File: src/rtl/seq_pkg.sv
// Shared types and widths for the ALU micro-sequencer.
package seq_pkg;

    localparam int unsigned OP_W   = 2;
    localparam int unsigned OPND_W = 3;

    typedef enum logic [1:0] {
        StIdle,
        StIssue,
        StGap,
        StDone
    } seq_state_t;

    typedef enum logic [OP_W-1:0] {
        OpAdd = 2'b00,
        OpSub = 2'b01,
        OpXor = 2'b10,
        OpShl = 2'b11
    } alu_op_t;

    typedef struct packed {
        alu_op_t           op;
        logic [OPND_W-1:0] opnd;
    } seq_instr_t;

endpackage

File: src/rtl/alu_seq_ctrl_rise_detect.sv
// Registered rising-edge detector for a level button: one event per press.
module rise_detect (
    input  logic clock,
    input  logic reset,
    input  logic i_level,
    output logic o_rise
);

    logic r_prev;

    always_ff @(posedge clock or posedge reset) begin
        if (reset) begin
            r_prev <= 1'b0;
        end else begin
            r_prev <= i_level;
        end
    end

    assign o_rise = i_level & ~r_prev;

endmodule

File: src/rtl/alu_seq_ctrl.sv
// Records a short {op, operand} program from buttons and replays it to the accumulator ALU.
// Define SEQ_LOOP_EN to let the loop input restart playback from slot 0 after the last slot.
module alu_seq_ctrl #(
    parameter int unsigned DEPTH  = 8,
    parameter int unsigned OP_W   = seq_pkg::OP_W,
    parameter int unsigned OPND_W = seq_pkg::OPND_W
) (
    input  logic                       clock,
    input  logic                       reset,
    input  logic                       load_btn,
    input  logic [OP_W-1:0]            load_op,
    input  logic [OPND_W-1:0]          load_opnd,
    input  logic                       start_btn,
    input  logic                       clear_btn,
    input  logic                       loop,
    output logic                       alu_en,
    output logic [OP_W-1:0]            alu_op,
    output logic [OPND_W-1:0]          alu_opnd,
    output logic                       busy,
    output logic                       done,
    output logic                       full,
    output logic [$clog2(DEPTH+1)-1:0] count
);

    import seq_pkg::*;

    localparam int unsigned PTR_W = $clog2(DEPTH);
    localparam int unsigned CNT_W = $clog2(DEPTH + 1);
    localparam logic [CNT_W-1:0] FULL_CNT = CNT_W'(DEPTH);

    logic w_load_rise;
    logic w_start_rise;
    logic w_clear_rise;

    rise_detect u_load_rise (
        .clock   (clock),
        .reset   (reset),
        .i_level (load_btn),
        .o_rise  (w_load_rise)
    );

    rise_detect u_start_rise (
        .clock   (clock),
        .reset   (reset),
        .i_level (start_btn),
        .o_rise  (w_start_rise)
    );

    rise_detect u_clear_rise (
        .clock   (clock),
        .reset   (reset),
        .i_level (clear_btn),
        .o_rise  (w_clear_rise)
    );

    seq_state_t        r_state, w_state_d;
    logic [CNT_W-1:0]  r_count, w_count_d;
    logic [PTR_W-1:0]  r_rd_ptr, w_rd_ptr_d;
    logic              w_wr_en;
    logic              w_last_slot;
    seq_instr_t        w_wr_entry;
    seq_instr_t        w_issue_entry;
    seq_instr_t        r_buf [DEPTH];

    logic              r_alu_en;
    logic [OP_W-1:0]   r_alu_op;
    logic [OPND_W-1:0] r_alu_opnd;
    logic              r_busy;
    logic              r_done;
    logic              r_full;

    assign w_wr_entry  = '{op: alu_op_t'(load_op), opnd: load_opnd};
    assign w_last_slot = (CNT_W'(r_rd_ptr) == (r_count - CNT_W'(1)));

    // A write and the first issue can land on the same slot (load+start from empty).
    assign w_issue_entry = (w_wr_en && (r_count[PTR_W-1:0] == w_rd_ptr_d)) ? w_wr_entry
                                                                          : r_buf[w_rd_ptr_d];

`ifdef SEQ_LOOP_EN
`else
    logic w_unused_loop;
    assign w_unused_loop = loop;
`endif

    always_comb begin
        w_state_d  = r_state;
        w_count_d  = r_count;
        w_rd_ptr_d = r_rd_ptr;
        w_wr_en    = 1'b0;

        if (w_clear_rise) begin
            w_state_d  = StIdle;
            w_count_d  = '0;
            w_rd_ptr_d = '0;
        end else begin
            unique case (r_state)
                StIdle, StDone: begin
                    if (w_load_rise && (r_count != FULL_CNT)) begin
                        w_wr_en   = 1'b1;
                        w_count_d = r_count + CNT_W'(1);
                    end
                    if (w_start_rise && (w_count_d != '0)) begin
                        w_state_d  = StIssue;
                        w_rd_ptr_d = '0;
                    end
                end
                StIssue: begin
                    w_state_d = StGap;
                end
                StGap: begin
                    if (w_last_slot) begin
`ifdef SEQ_LOOP_EN
                        if (loop) begin
                            w_state_d  = StIssue;
                            w_rd_ptr_d = '0;
                        end else begin
                            w_state_d = StDone;
                        end
`else
                        w_state_d = StDone;
`endif
                    end else begin
                        w_state_d  = StIssue;
                        w_rd_ptr_d = r_rd_ptr + PTR_W'(1);
                    end
                end
            endcase
        end
    end

    always_ff @(posedge clock or posedge reset) begin
        if (reset) begin
            r_state    <= StIdle;
            r_count    <= '0;
            r_rd_ptr   <= '0;
            r_alu_en   <= 1'b0;
            r_alu_op   <= '0;
            r_alu_opnd <= '0;
            r_busy     <= 1'b0;
            r_done     <= 1'b0;
            r_full     <= 1'b0;
        end else begin
            r_state  <= w_state_d;
            r_count  <= w_count_d;
            r_rd_ptr <= w_rd_ptr_d;
            // Outputs decode the next state so they line up with it cycle for cycle.
            r_alu_en <= (w_state_d == StIssue);
            r_busy   <= (w_state_d == StIssue) || (w_state_d == StGap);
            r_done   <= (w_state_d == StDone);
            r_full   <= (w_count_d == FULL_CNT);
            if (w_state_d == StIssue) begin
                r_alu_op   <= OP_W'(w_issue_entry.op);
                r_alu_opnd <= OPND_W'(w_issue_entry.opnd);
            end
        end
    end

    always_ff @(posedge clock) begin
        if (w_wr_en) begin
            r_buf[r_count[PTR_W-1:0]] <= w_wr_entry;
        end
    end

    assign alu_en   = r_alu_en;
    assign alu_op   = r_alu_op;
    assign alu_opnd = r_alu_opnd;
    assign busy     = r_busy;
    assign done     = r_done;
    assign full     = r_full;
    assign count    = r_count;

endmodule

File: config.mk
export PLATFORM = sky130hd
export DESIGN_NAME = alu_seq_ctrl
export DESIGN_NICKNAME = d
export VERILOG_FILES = /design/src/rtl/seq_pkg.sv /design/src/rtl/alu_seq_ctrl_rise_detect.sv /design/src/rtl/alu_seq_ctrl.sv
export SDC_FILE = /design/constraint.sdc
export NUM_CORES = 1
export LEC_CHECK = 0
export BUFFER_PORTS_ARGS = -buffer_cell sky130_fd_sc_hd__buf_2
export CAP_MARGIN = 20
export CORE_MARGIN = 2
export CORE_UTILIZATION = 25
export CTS_BUF_LIST = sky130_fd_sc_hd__clkbuf_8
export CTS_CLUSTER_SIZE = 8
export DETAILED_ROUTE_END_ITERATION = 12
export PLACE_DENSITY = 0.42
export SYNTH_ARGS = -nofsm -noshare
export SYNTH_HDL_FRONTEND = slang
export SYNTH_SLANG_ARGS = --single-unit
File: constraint.sdc
create_clock -name clock -period 4.21 [get_ports clock]
set_input_delay 0.842 -clock clock [delete_from_list [all_inputs] [get_ports clock]]
set_output_delay 0.842 -clock clock [all_outputs]
set_load 0.02 [all_outputs]
==> results of run 1 <==
==> per-layer routing <==
metal | part of all wire, % | wire length [um] | vias to the layer above | global-route usage, %
li1 | - | - | 1004 | -
met1 | 48 | 3550 | 1030 | 15.9
met2 | 46 | 3380 | 37 | 18.7
met3 | 3.7 | 275 | 12 | 2.89
met4 | 2.1 | 153 | 0 | 5.85
met5 | 0 | 0 | - | 0
==> layout make-up <==
type | count | area, um^2
clock buffers | 9 | 124
inverters | 11 | 41.3
flip-flops and latches | 61 | 1730
fillers | 1175 | 8050
multi-input cells | 165 | 1170
repair buffers | 30 | 170
well taps | 143 | 179
clock inverters | 7 | 60.1
==> metrics by stage <==
step | hold slack [ps] | utilization, % | total power, mW | setup WS, ps | area (um^2)
floorplan | 601 | - | 1.35 | 809 | 2990
global placement | 491 | 28.5 | 1.57 | 875 | 3290
detailed placement | 491 | 28.5 | 1.57 | 876 | 3290
CTS | 510 | 30.1 | 2.08 | 871 | 3470
global route | 547 | 30.1 | 2.18 | 638 | 3470
finish | 502 | 30.1 | 2.05 | 859 | 3470
==> where the power goes <==
group / internal, mW / switching (mW) / leakage (nW)
registers: 0.716 / 0.0392 / 0.632
clock network: 0.266 / 0.235 / 0.101
logic: 0.301 / 0.497 / 0.631
total: 1.28 / 0.771 / 1.36
==> cell usage after synthesis (3+ instances only) <==
cell      number  area [um^2]
and2_1         3         18.8
clkbuf_1       5         18.8
a22o_1         6         52.6
and3_1         6         37.5
nand4_1       10         62.6
o21ai_0       12         60.1
dfrtp_1       21          526
o211ai_1       4         30.0
nand2_1       13         48.8
edfxtp_1      40         1200
o31ai_1        4         30.0
nand2b_1       4         25.0
nor3_1         5         25.0
a21oi_1        7         35.0
nor2b_1        6         37.5
mux2i_1       15          150
a41oi_1        4         35.0
nand3_1       13         65.1
xor2_1         3         26.3
nor2_1        12         45.0
ha_1           9          113
inv_1         11         41.3
==> critical path: cells and delay by family, from the launching register on <==
family | cells | cell delay [ps]
AO/OA/AOI/OAI | 3 | 800
XOR/XNOR | 2 | 690
adder cells (fa/ha/maj) | 1 | 320
buffers and inverters | 2 | 390
flip-flops | 1 | 380
multiplexers | 1 | 210
AND/OR/NAND/NOR | 2 | 450
==> worst min path at each step <==
stage / startpoint / end / slack [ps] / depth (start not counted)
after global placement: alu_op[1]$_DFFE_PP0P_ / alu_op[1]$_DFFE_PP0P_ / 490 / 2
after floorplan: alu_op[1]$_DFFE_PP0P_ / alu_op[1]$_DFFE_PP0P_ / 600 / 2
after CTS: alu_opnd[1]$_DFFE_PP0P_ / alu_opnd[1]$_DFFE_PP0P_ / 510 / 2
after detailed placement: alu_opnd[1]$_DFFE_PP0P_ / alu_opnd[1]$_DFFE_PP0P_ / 490 / 2
after global routing: alu_opnd[1]$_DFFE_PP0P_ / alu_opnd[1]$_DFFE_PP0P_ / 550 / 2
final: alu_op[1]$_DFFE_PP0P_ / alu_op[1]$_DFFE_PP0P_ / 500 / 2
==> logic make-up (layout without fill, tap and decap cells) <==
kind of cell	count (synthesis)	after routing	synth area share [%]
AND/OR/NAND/NOR	83	83	15.2
adder cells (fa/ha/maj)	9	9	3.77
multiplexers	16	16	5.40
flip-flops	61	61	57.8
XOR/XNOR	5	5	1.47
buffers and inverters	20	57	3.06
AO/OA/AOI/OAI	52	52	13.2
==> flip-flops by register name, summed over array words and instances, names as in the netlist <==
| register | flops |
|---|---|
| r_buf | 40 |
| u_load_rise.r_prev | 1 |
| alu_opnd | 3 |
| u_clear_rise.r_prev | 1 |
| count | 4 |
| r_rd_ptr | 3 |
| busy | 1 |
| u_start_rise.r_prev | 1 |
| r_state | 2 |
| full | 1 |
| alu_en | 1 |
| alu_op | 2 |
| done | 1 |
==> out/qor.txt, run 1 <==
H-Tree Depth - 3
CP endpoint - alu_opnd[1]$_DFFE_PP0P_
R2R setup slack - 860 ps
Initial Util - 25.9%
Most frequent cells in the layout - edfxtp_1 (40), buf_2 (22), dfrtp_1 (21)
Num ports - 24
Die Span X - 113 um
Largest fanout on the critical path - 6
Gpl congestion - 0.742
Leak - 1.36 nW
Status - complete, no violations
Reg2reg start - count[1]$_DFF_PP0_
Post-route insts no fill - 426
Final wirelength - 7.36 mm
Number of port buffers - 22
Clock skew - 9.55 ps
Syn avg cell area - 12.1 um^2
Synthesis-stage register bit count - 61
CP required - 4440 ps
Rows - 39
Die area - 12800 um^2
N_diodes - 0
CTS buffer count - 9
CTS clk-pin slew, worst paths - 70 ps
Number of global-route vias before repair - 2100
Post-CTS setup buffers - 0
Reg2reg path depth - 11
CTS sink count - 61
Initial antenna violation count - 0
Layout Nets - 298
Worst EP arrival - 3580 ps
Setup violations, final - 0
Worst skew pair latency - 340 ps
Vias after detailed routing - 2083
Core Region - 11500 um^2
Maximum capacitance violations - 0
Worst-path cell chain - inv_1 -> ha_1 -> xor2_1 -> nand2_1 -> o311a_1 -> mux2i_1 -> and2_1 -> inv_1 -> xnor2_1 -> a31o_2 -> o211ai_1
Final Hold Viols - 0
CP max-delay cell - xnor2_1
CTS max path bufs - 2
Post-CTS Resized - 0
Crit path time final - 3350 ps
RSZ-0062 raised after global routing - false
Area Growth Syn to Fin - 16.2%
Worst min path class - flip-flop to flip-flop
DRC - 0
Top FF cell, synth - edfxtp_1
Setup tns final - 0 ps
Most common cell after layout, fill and taps aside - edfxtp_1
Asr flop ratio synth - 34.4%
Syn_nets - 266
DR pass1 iterations - 4
Worst slew margin - 34.2%
Worst slew pin tran - 979 ps
EDFF count, synth - 40
Max-slew violation count - 0
Crit path launch type - flip-flop
Hold bufs inserted after CTS - 0
Post-route ant nets - 0
DP Cell Count - 410
Max incr delay on CP - 440 ps
Synth warn - 0
Sequential fraction of the synthesis area - 57.8%
Worst Setup End Kind - flip-flop
Total Routing Usage GR - 12.1%
Crit path kind - flip-flop to flip-flop
CTS root buf - clkbuf_8
Period Utilization, post-route - 79.6%
Global-route wire length before repair - 11.6 mm
Post-synthesis cell area - 2990 um^2
GRT overflow - 0
TritonCTS clock tree - done
Number of vias per cell - 4.89
DP HPWL - 5.16 mm
Layout cells sized above 1 - 18.7%
Cell mode on critical path - inv_1
Pin count of the biggest net entering global routing - 22
Detailed Route Iter0 Violations - 100
Worst r2r dst - alu_opnd[1]$_DFFE_PP0P_
Worst Setup SP - count[1]$_DFF_PP0_
F_max - 298 MHz
Routed length per instance - 17.3 um
Cell count after synthesis - 246
Die height - 113 um
Cell Pwr Density - 592 nW/um^2
Distinct cells, synth - 49
VDD IR max - 0.162 mV
(Power assumes the default switching activity.)
==> run 2, diff against run 1 <==
Settings changed: ABC_AREA set to 1, PLACE_DENSITY 0.42 to 0.43.
Clock period 4.21 ns to 2.9 ns, I/O delays scaled along.
==> out/qor.txt, run 2 <==
Global-route wire length before repair - 12.5 mm (was 11.6 mm)
Total Routing Usage GR - 12.2% (was 12.1%)
Gpl congestion - 0.821 (was 0.742)
Period Utilization, post-route - 87.3% (was 79.6%)
Crit path kind - flip-flop to flip-flop (unchanged)
Status - complete, no violations (unchanged)
Distinct cells, synth - 29 (was 49)
Cell with the most instances after synthesis - nand2_1 (was edfxtp_1)
DR pass1 iterations - 4 (unchanged)
Die height - 117 um (was 113 um)
Leading area contributor after synthesis - edfxtp_1 (unchanged)
Leak - 1.79 nW (was 1.36 nW)
Sw Ratio - 43.6% (was 37.5%)
F_max - 395 MHz (was 298 MHz)
Number of port buffers - 22 (unchanged)
Post-synthesis cell area - 3180 um^2 (was 2990 um^2)
DP Cell Count - 552 (was 410)
Die Span X - 117 um (was 113 um)
Worst Setup SP - count[1]$_DFF_PP0_ (unchanged)
Vias after detailed routing - 2412 (was 2083)
Initial Util - 25.4% (was 25.9%)
Syn avg cell area - 9.15 um^2 (was 12.1 um^2)
R2R setup slack - 370 ps (was 860 ps)
CTS sink count - 61 (unchanged)
Crit path time final - 2530 ps (was 3350 ps)
Post-CTS Resized - 0 (unchanged)
Clock skew - 11.1 ps (was 9.55 ps)
Post-route insts no fill - 568 (was 426)
Busiest grt layer - met2 (unchanged)
CP required - 3150 ps (was 4440 ps)
Final Hold Viols - 0 (unchanged)
Worst hold margin - 350 ps (was 502 ps)
CTS root buf - clkbuf_8 (unchanged)
Yosys top cell area share - 37.8% (was 40.2%)
Number of global-route vias before repair - 2531 (was 2100)
H-Tree Depth - 3 (unchanged)
Post-DP Area - 3590 um^2 (was 3290 um^2)
GRT overflow - 0 (unchanged)
Initial antenna violation count - 0 (unchanged)
Rows - 41 (was 39)
Final core occ - 30.6% (was 30.1%)
Max-slew violation count - 0 (unchanged)
CTS clk-pin slew, worst paths - 70 ps (about the same)
Fillers - 1346 (was 1175)
Most common cell after layout, fill and taps aside - nand2_1 (was edfxtp_1)
Pin count of the biggest net entering global routing - 22 (unchanged)
Cell Pwr Density - 1100 nW/um^2 (was 592 nW/um^2)
Die area - 13600 um^2 (was 12800 um^2)
Reg2reg start - count[1]$_DFF_PP0_ (unchanged)
Asr flop ratio synth - 34.4% (unchanged)
Layout Nets - 411 (was 298)
Worst EP arrival - 2780 ps (was 3580 ps)
Top FF cell, synth - edfxtp_1 (unchanged)
Power, Total - 4.23 mW (was 2.05 mW)
Reg2reg path depth - 20 (was 11)
Worst r2r dst - alu_opnd[0]$_DFFE_PP0P_ (was alu_opnd[1]$_DFFE_PP0P_)
Final setup margin - 368 ps (was 859 ps)
Sequential power share - 27.9% (was 36.8%)
DRC - 0 (unchanged)
CTS max path bufs - 2 (unchanged)
Worst Setup End Kind - flip-flop (unchanged)
RSZ-0062 raised after global routing - false (unchanged)
Worst min path class - input pin to flip-flop (was flip-flop to flip-flop)
Worst slew margin - 41.1% (was 34.2%)
Grt met1 use - 15.3% (was 15.9%)
Fin area - 3830 um^2 (was 3470 um^2)
Crit path launch type - flip-flop (unchanged)
Detailed Route Iter0 Violations - 74 (was 100)
TritonCTS clock tree - done (unchanged)
Hold bufs inserted after CTS - 0 (unchanged)
Area Growth Syn to Fin - 20.6% (was 16.2%)
CP endpoint - alu_opnd[0]$_DFFE_PP0P_ (was alu_opnd[1]$_DFFE_PP0P_)
Top post-synthesis cells by area - edfxtp_1 (38%), dfrtp_1 (17%), nand3_1 (10%) (was edfxtp_1 (40%), dfrtp_1 (18%), mux2i_1 (5.0%))
Core Region - 12500 um^2 (was 11500 um^2)
Layout cells sized above 1 - 20.7% (was 18.7%)
Logic pwr share - 50.4% (was 38.9%)
Switch Pwr - 1.84 mW (was 0.771 mW)
Setup tns final - 0 ps (unchanged)
Syn_nets - 367 (was 266)
Cell count after synthesis - 347 (was 246)
EDFF count, synth - 40 (unchanged)
Internal power - 2.38 mW (was 1.28 mW)
Max reg flops - 40 (unchanged)
DP Worst Slack - 242 ps (was 876 ps)
Part of the power in the clock network - 21.7% (was 24.4%)
Num ports - 24 (unchanged)
Post-route ant nets - 0 (unchanged)
Routed length per instance - 13.1 um (was 17.3 um)
Largest fanout on the critical path - 7 (was 6)
Worst skew pair latency - 350 ps (was 340 ps)
VDD IR max - 0.416 mV (was 0.162 mV)
Routing usage on met3 - 3.11% (was 2.89%)
Setup violations, final - 0 (unchanged)
Final wirelength - 7.42 mm (was 7.36 mm)
Number of vias per cell - 4.25 (was 4.89)
N_diodes - 0 (unchanged)
Most frequent cells in the layout - nand2_1 (76), nand3_1 (64), inv_1 (59) (was edfxtp_1 (40), buf_2 (22), dfrtp_1 (21))
Met2 Use GR - 19.8% (was 18.7%)
Worst slew pin tran - 882 ps (was 979 ps)
DP HPWL - 5.40 mm (was 5.16 mm)
Commonest cells in the netlist - nand2_1 (76), nand3_1 (64), inv_1 (59), edfxtp_1 (40), dfrtp_1 (21) (was edfxtp_1 (40), dfrtp_1 (21), mux2i_1 (15), nand2_1 (13), nand3_1 (13))
Synthesis-stage register bit count - 61 (unchanged)
Maximum capacitance violations - 0 (unchanged)
CTS buffer count - 9 (unchanged)
Post-CTS setup buffers - 0 (unchanged)
Sequential fraction of the synthesis area - 54.4% (was 57.8%)
Synth warn - 0 (unchanged)
-- run 2: changes by cell type in the layout (fill, tap and decap cells not counted), sizes merged, moves of 5 or more --
| cell | before | now |
|---|---|---|
| nand3b | 1 | 9 |
| nand4 | 10 | 2 |
| inv | 13 | 65 |
| nand2 | 14 | 88 |
| mux2i | 15 | 0 |
| o21ai | 12 | 7 |
| buf | 30 | 40 |
| a22o | 6 | 0 |
| nand3 | 13 | 69 |
| and3 | 6 | 0 |
| nor2b | 6 | 0 |
-- run 2: per-layer routing --
metal  wire length, um  up-vias  part of all wire [%]
met1              3450     1124                    46
met3               260       15                   3.5
met4               176        0                   2.4
li1                  -     1224                     -
met5                 0        -                     0
met2              3540       49                    48
-- run 2: area by class of cell --
class	instances	area [um^2]	share of cell area (%)
Clock buffer	9	124	3.23
Timing Repair Buffer	40	258	6.73
Inverter	66	250	6.53
Clock inverter	7	114	2.97
Sequential cell	61	1730	45.1
Tap cell	172	215	5.62
Multi-Input combinational cell	213	1140	29.8
-- run 2: critical path, cell delays in order, from the launching register on --
cell     delay [ps]
dfrtp_1         390
inv_2           140
ha_1            280
nand2_1          70
inv_1            40
nor2_1           80
nand2_1          90
nor2_4          160
nand2_2          90
nand2_1          70
nand3_1          80
nand3_2         110
nand2_2          70
nand2_1          60
nand3_1         120
nor2_4          220
nand2_4         100
nand3_1          90
nand2_1          60
nand2_1          60
nand2_1          60
-- run 2: worst min path at each step --
stage                     slack [ps]                  start  depth (start not counted)                             to
after floorplan                  560                  reset                          1               alu_en$_DFF_PP0_
after detailed placement         470  alu_op[0]$_DFFE_PP0P_                          2          alu_op[0]$_DFFE_PP0P_
after global routing             340               load_btn                          1   u_load_rise.r_prev$_DFF_PP0_
after global placement           480  alu_op[0]$_DFFE_PP0P_                          2          alu_op[0]$_DFFE_PP0P_
final                            350              start_btn                          1  u_start_rise.r_prev$_DFF_PP0_
after CTS                        330              start_btn                          1  u_start_rise.r_prev$_DFF_PP0_
-- run 2: logic make-up (layout without fill, tap and decap cells) --
| logic type | Yosys count | after routing | share of synthesized area, % |
|---|---|---|---|
| AND/OR/NAND/NOR | 191 | 191 | 30.2 |
| adder cells (fa/ha/maj) | 9 | 9 | 3.55 |
| AO/OA/AOI/OAI | 13 | 13 | 2.25 |
| buffers and inverters | 73 | 122 | 9.61 |
| flip-flops | 61 | 61 | 54.4 |
-- run 2: power by group through the flow --
stage	clock network (mW)	registers (mW)	logic, mW
CTS	0.947	1.18	2.18
global route	0.972	1.20	2.45
global placement	0	1.20	2.15
detailed placement	0	1.20	2.17
floorplan	0	1.27	1.45
finish	0.917	1.18	2.13
==> run 3, diff against run 2 <==
==> constraint.sdc (replaced) <==
create_clock -name clock -period 2.9 [get_ports clock]
set_input_delay 0.87 -clock clock [delete_from_list [all_inputs] [get_ports clock]]
set_output_delay 0.87 -clock clock [all_outputs]
set_load 0.02 [all_outputs]
==> out/qor.txt, run 3 (synthesis results as in run 2) <==
Leak - 1.80 nW (was 1.79 nW)
Maximum capacitance violations - 0 (unchanged)
Crit path time final - 2600 ps (was 2530 ps)
Max reg flops - 40 (unchanged)
Routed length per instance - 13.4 um (was 13.1 um)
Post-route ant nets - 0 (unchanged)
Clock skew - 11.0 ps (was 11.1 ps)
Final Hold Viols - 0 (unchanged)
N_diodes - 0 (unchanged)
Vias after detailed routing - 2400 (was 2412)
Core Region - 12500 um^2 (unchanged)
Final wirelength - 7.66 mm (was 7.42 mm)
CP max-delay cell - dfrtp_1 (unchanged)
Number of global-route vias before repair - 2530 (was 2531)
Global-route wire length before repair - 12.8 mm (was 12.5 mm)
Period Utilization, post-route - 89.5% (was 87.3%)
Fin area - 3850 um^2 (was 3830 um^2)
DP Worst Slack - 18.5 ps (was 242 ps)
CTS sink count - 61 (unchanged)
TritonCTS clock tree - done (unchanged)
Worst min path class - flip-flop to flip-flop (was input pin to flip-flop)
Initial antenna violation count - 0 (unchanged)
Gpl congestion - 0.817 (was 0.821)
Worst slew margin - 42.4% (was 41.1%)
CTS max path bufs - 2 (unchanged)
F_max - 385 MHz (was 395 MHz)
GRT overflow - 0 (unchanged)
Worst Hold Launch - alu_opnd[0]$_DFFE_PP0P_ (was start_btn)
Die area - 13600 um^2 (unchanged)
DRC - 0 (unchanged)
WHS Path Cells - 2 (was 1)
Post-DP Area - 3610 um^2 (was 3590 um^2)
Die Span X - 117 um (unchanged)
DP HPWL - 5.53 mm (was 5.40 mm)
Worst Setup End Kind - flip-flop (unchanged)
Worst skew pair latency - 340 ps (was 350 ps)
Most common cell after layout, fill and taps aside - nand2_1 (unchanged)
WHS Endpoint - alu_opnd[0]$_DFFE_PP0P_ (was u_start_rise.r_prev$_DFF_PP0_)
CTS root buf - clkbuf_8 (unchanged)
Cell mode on critical path - nand2_1 (unchanged)
Post-CTS Resized - 0 (unchanged)
Die height - 117 um (unchanged)
Worst slew pin tran - 863 ps (was 882 ps)
CP required - 3130 ps (was 3150 ps)
Number of vias per cell - 4.21 (was 4.25)
Rows - 41 (unchanged)
Largest fanout on the critical path - 14 (was 7)
Setup violations, final - 0 (unchanged)
Status - complete, no violations (unchanged)
CTS clk-pin slew, worst paths - 70 ps (about the same)
Layout cells sized above 1 - 21.1% (was 20.7%)
Area Growth Syn to Fin - 21.1% (was 20.6%)
Number of port buffers - 22 (unchanged)
Crit path buffers/inverters - 2 (unchanged)
Hold bufs inserted after CTS - 0 (unchanged)
Crit path launch type - flip-flop (unchanged)
CTS buffer count - 9 (unchanged)
RSZ-0062 raised after global routing - false (unchanged)
Max-slew violation count - 0 (unchanged)
Reg2reg start - count[1]$_DFF_PP0_ (unchanged)
H-Tree Depth - 3 (unchanged)
Num ports - 24 (unchanged)
Max incr delay on CP - 400 ps (was 390 ps)
Final setup margin - 304 ps (was 368 ps)
Worst path top cell family by delay - simple AND/OR/NAND/NOR gates (unchanged)
VDD IR max - 0.414 mV (was 0.416 mV)
Crit path kind - flip-flop to flip-flop (unchanged)
Post-CTS setup buffers - 0 (unchanged)
Initial Util - 25.4% (unchanged)
DR pass1 iterations - 4 (unchanged)
Worst EP arrival - 2830 ps (was 2780 ps)
Total Routing Usage GR - 12.6% (was 12.2%)
Worst r2r dst - alu_opnd[0]$_DFFE_PP0P_ (unchanged)
Cell Pwr Density - 1100 nW/um^2 (about the same)
Detailed Route Iter0 Violations - 101 (was 74)
Worst-path cell chain - inv_2 -> ha_1 -> nand2_1 -> inv_1 -> nor2_1 -> nand2_1 -> nor2_4 -> nand2_2 -> nand2_1 -> nand3_2 -> nand3_4 -> nand2_4 -> nand2_2 -> nand2_2 -> nor2_4 -> nand2_4 -> nand3_1 -> nand2_1 -> nand2_1 -> nand2_1 (was inv_2 -> ha_1 -> nand2_1 -> inv_1 -> nor2_1 -> nand2_1 -> nor2_4 -> nand2_2 -> nand2_1 -> nand3_1 -> nand3_2 -> nand2_2 -> nand2_1 -> nand3_1 -> nor2_4 -> nand2_4 -> nand3_1 -> nand2_1 -> nand2_1 -> nand2_1)
Most frequent cells in the layout - nand2_1 (76), nand3_1 (64), inv_1 (59) (unchanged)
Pin count of the biggest net entering global routing - 22 (unchanged)
Setup tns final - 0 ps (unchanged)
R2R setup slack - 300 ps (was 370 ps)
Layout Nets - 413 (was 411)
Worst Setup SP - count[1]$_DFF_PP0_ (unchanged)
Reg2reg path depth - 20 (unchanged)
## run 3: layer usage
metal	global-route usage, %	up-vias	share of wire (%)
li1	-	1230	-
met1	14.9	1140	45
met2	22.5	22	51
met3	3.79	8	2.2
met4	2.98	0	1.1
met5	0	-	0
## run 3: metrics by stage
stage,hold slack (ps),utilization (%),instances,power (mW)
after floorplan,588,-,347,2.72
after global placement,470,28.8,554,3.35
after detailed placement,473,28.8,554,3.36
after CTS,493,30.7,570,4.30
after global routing,524,30.7,570,4.64
final,482,30.7,570,4.22
## run 3: report_power, final
group | switching (mW) | total (mW) | internal, mW
Combinational | 1.39 | 2.12 | 0.729
Sequential | 0.107 | 1.18 | 1.07
Clock | 0.351 | 0.918 | 0.566
## run 3: final cells by class
class                   instances  area [um^2]
repair buffers                 42          273
fillers                      1381         8670
clock inverters                 7          114
well taps                     172          215
inverters                      66          250
clock buffers                   9          124
multi-input cells             213         1140
flip-flops and latches         61         1730
## run 3: tightest hold or removal path, delay by kind of cell, from the launching register on
| family | cells | cell delay [ps] |
|---|---|---|
| flip-flops | 1 | 350 |
| AND/OR/NAND/NOR | 2 | 100 |
## run 3: worst max-delay path by stage
| stage | end | cells past startpoint | slack (ps) |
|---|---|---|---|
| floorplan | alu_op[0]$_DFFE_PP0P_ | 20 | 420 |
| global placement | alu_opnd[0]$_DFFE_PP0P_ | 21 | 40 |
| detailed placement | alu_opnd[0]$_DFFE_PP0P_ | 21 | 20 |
| CTS | alu_opnd[0]$_DFFE_PP0P_ | 20 | 250 |
| global route | alu_opnd[1]$_DFFE_PP0P_ | 19 | 50 |
| finish | alu_opnd[0]$_DFFE_PP0P_ | 20 | 300 |
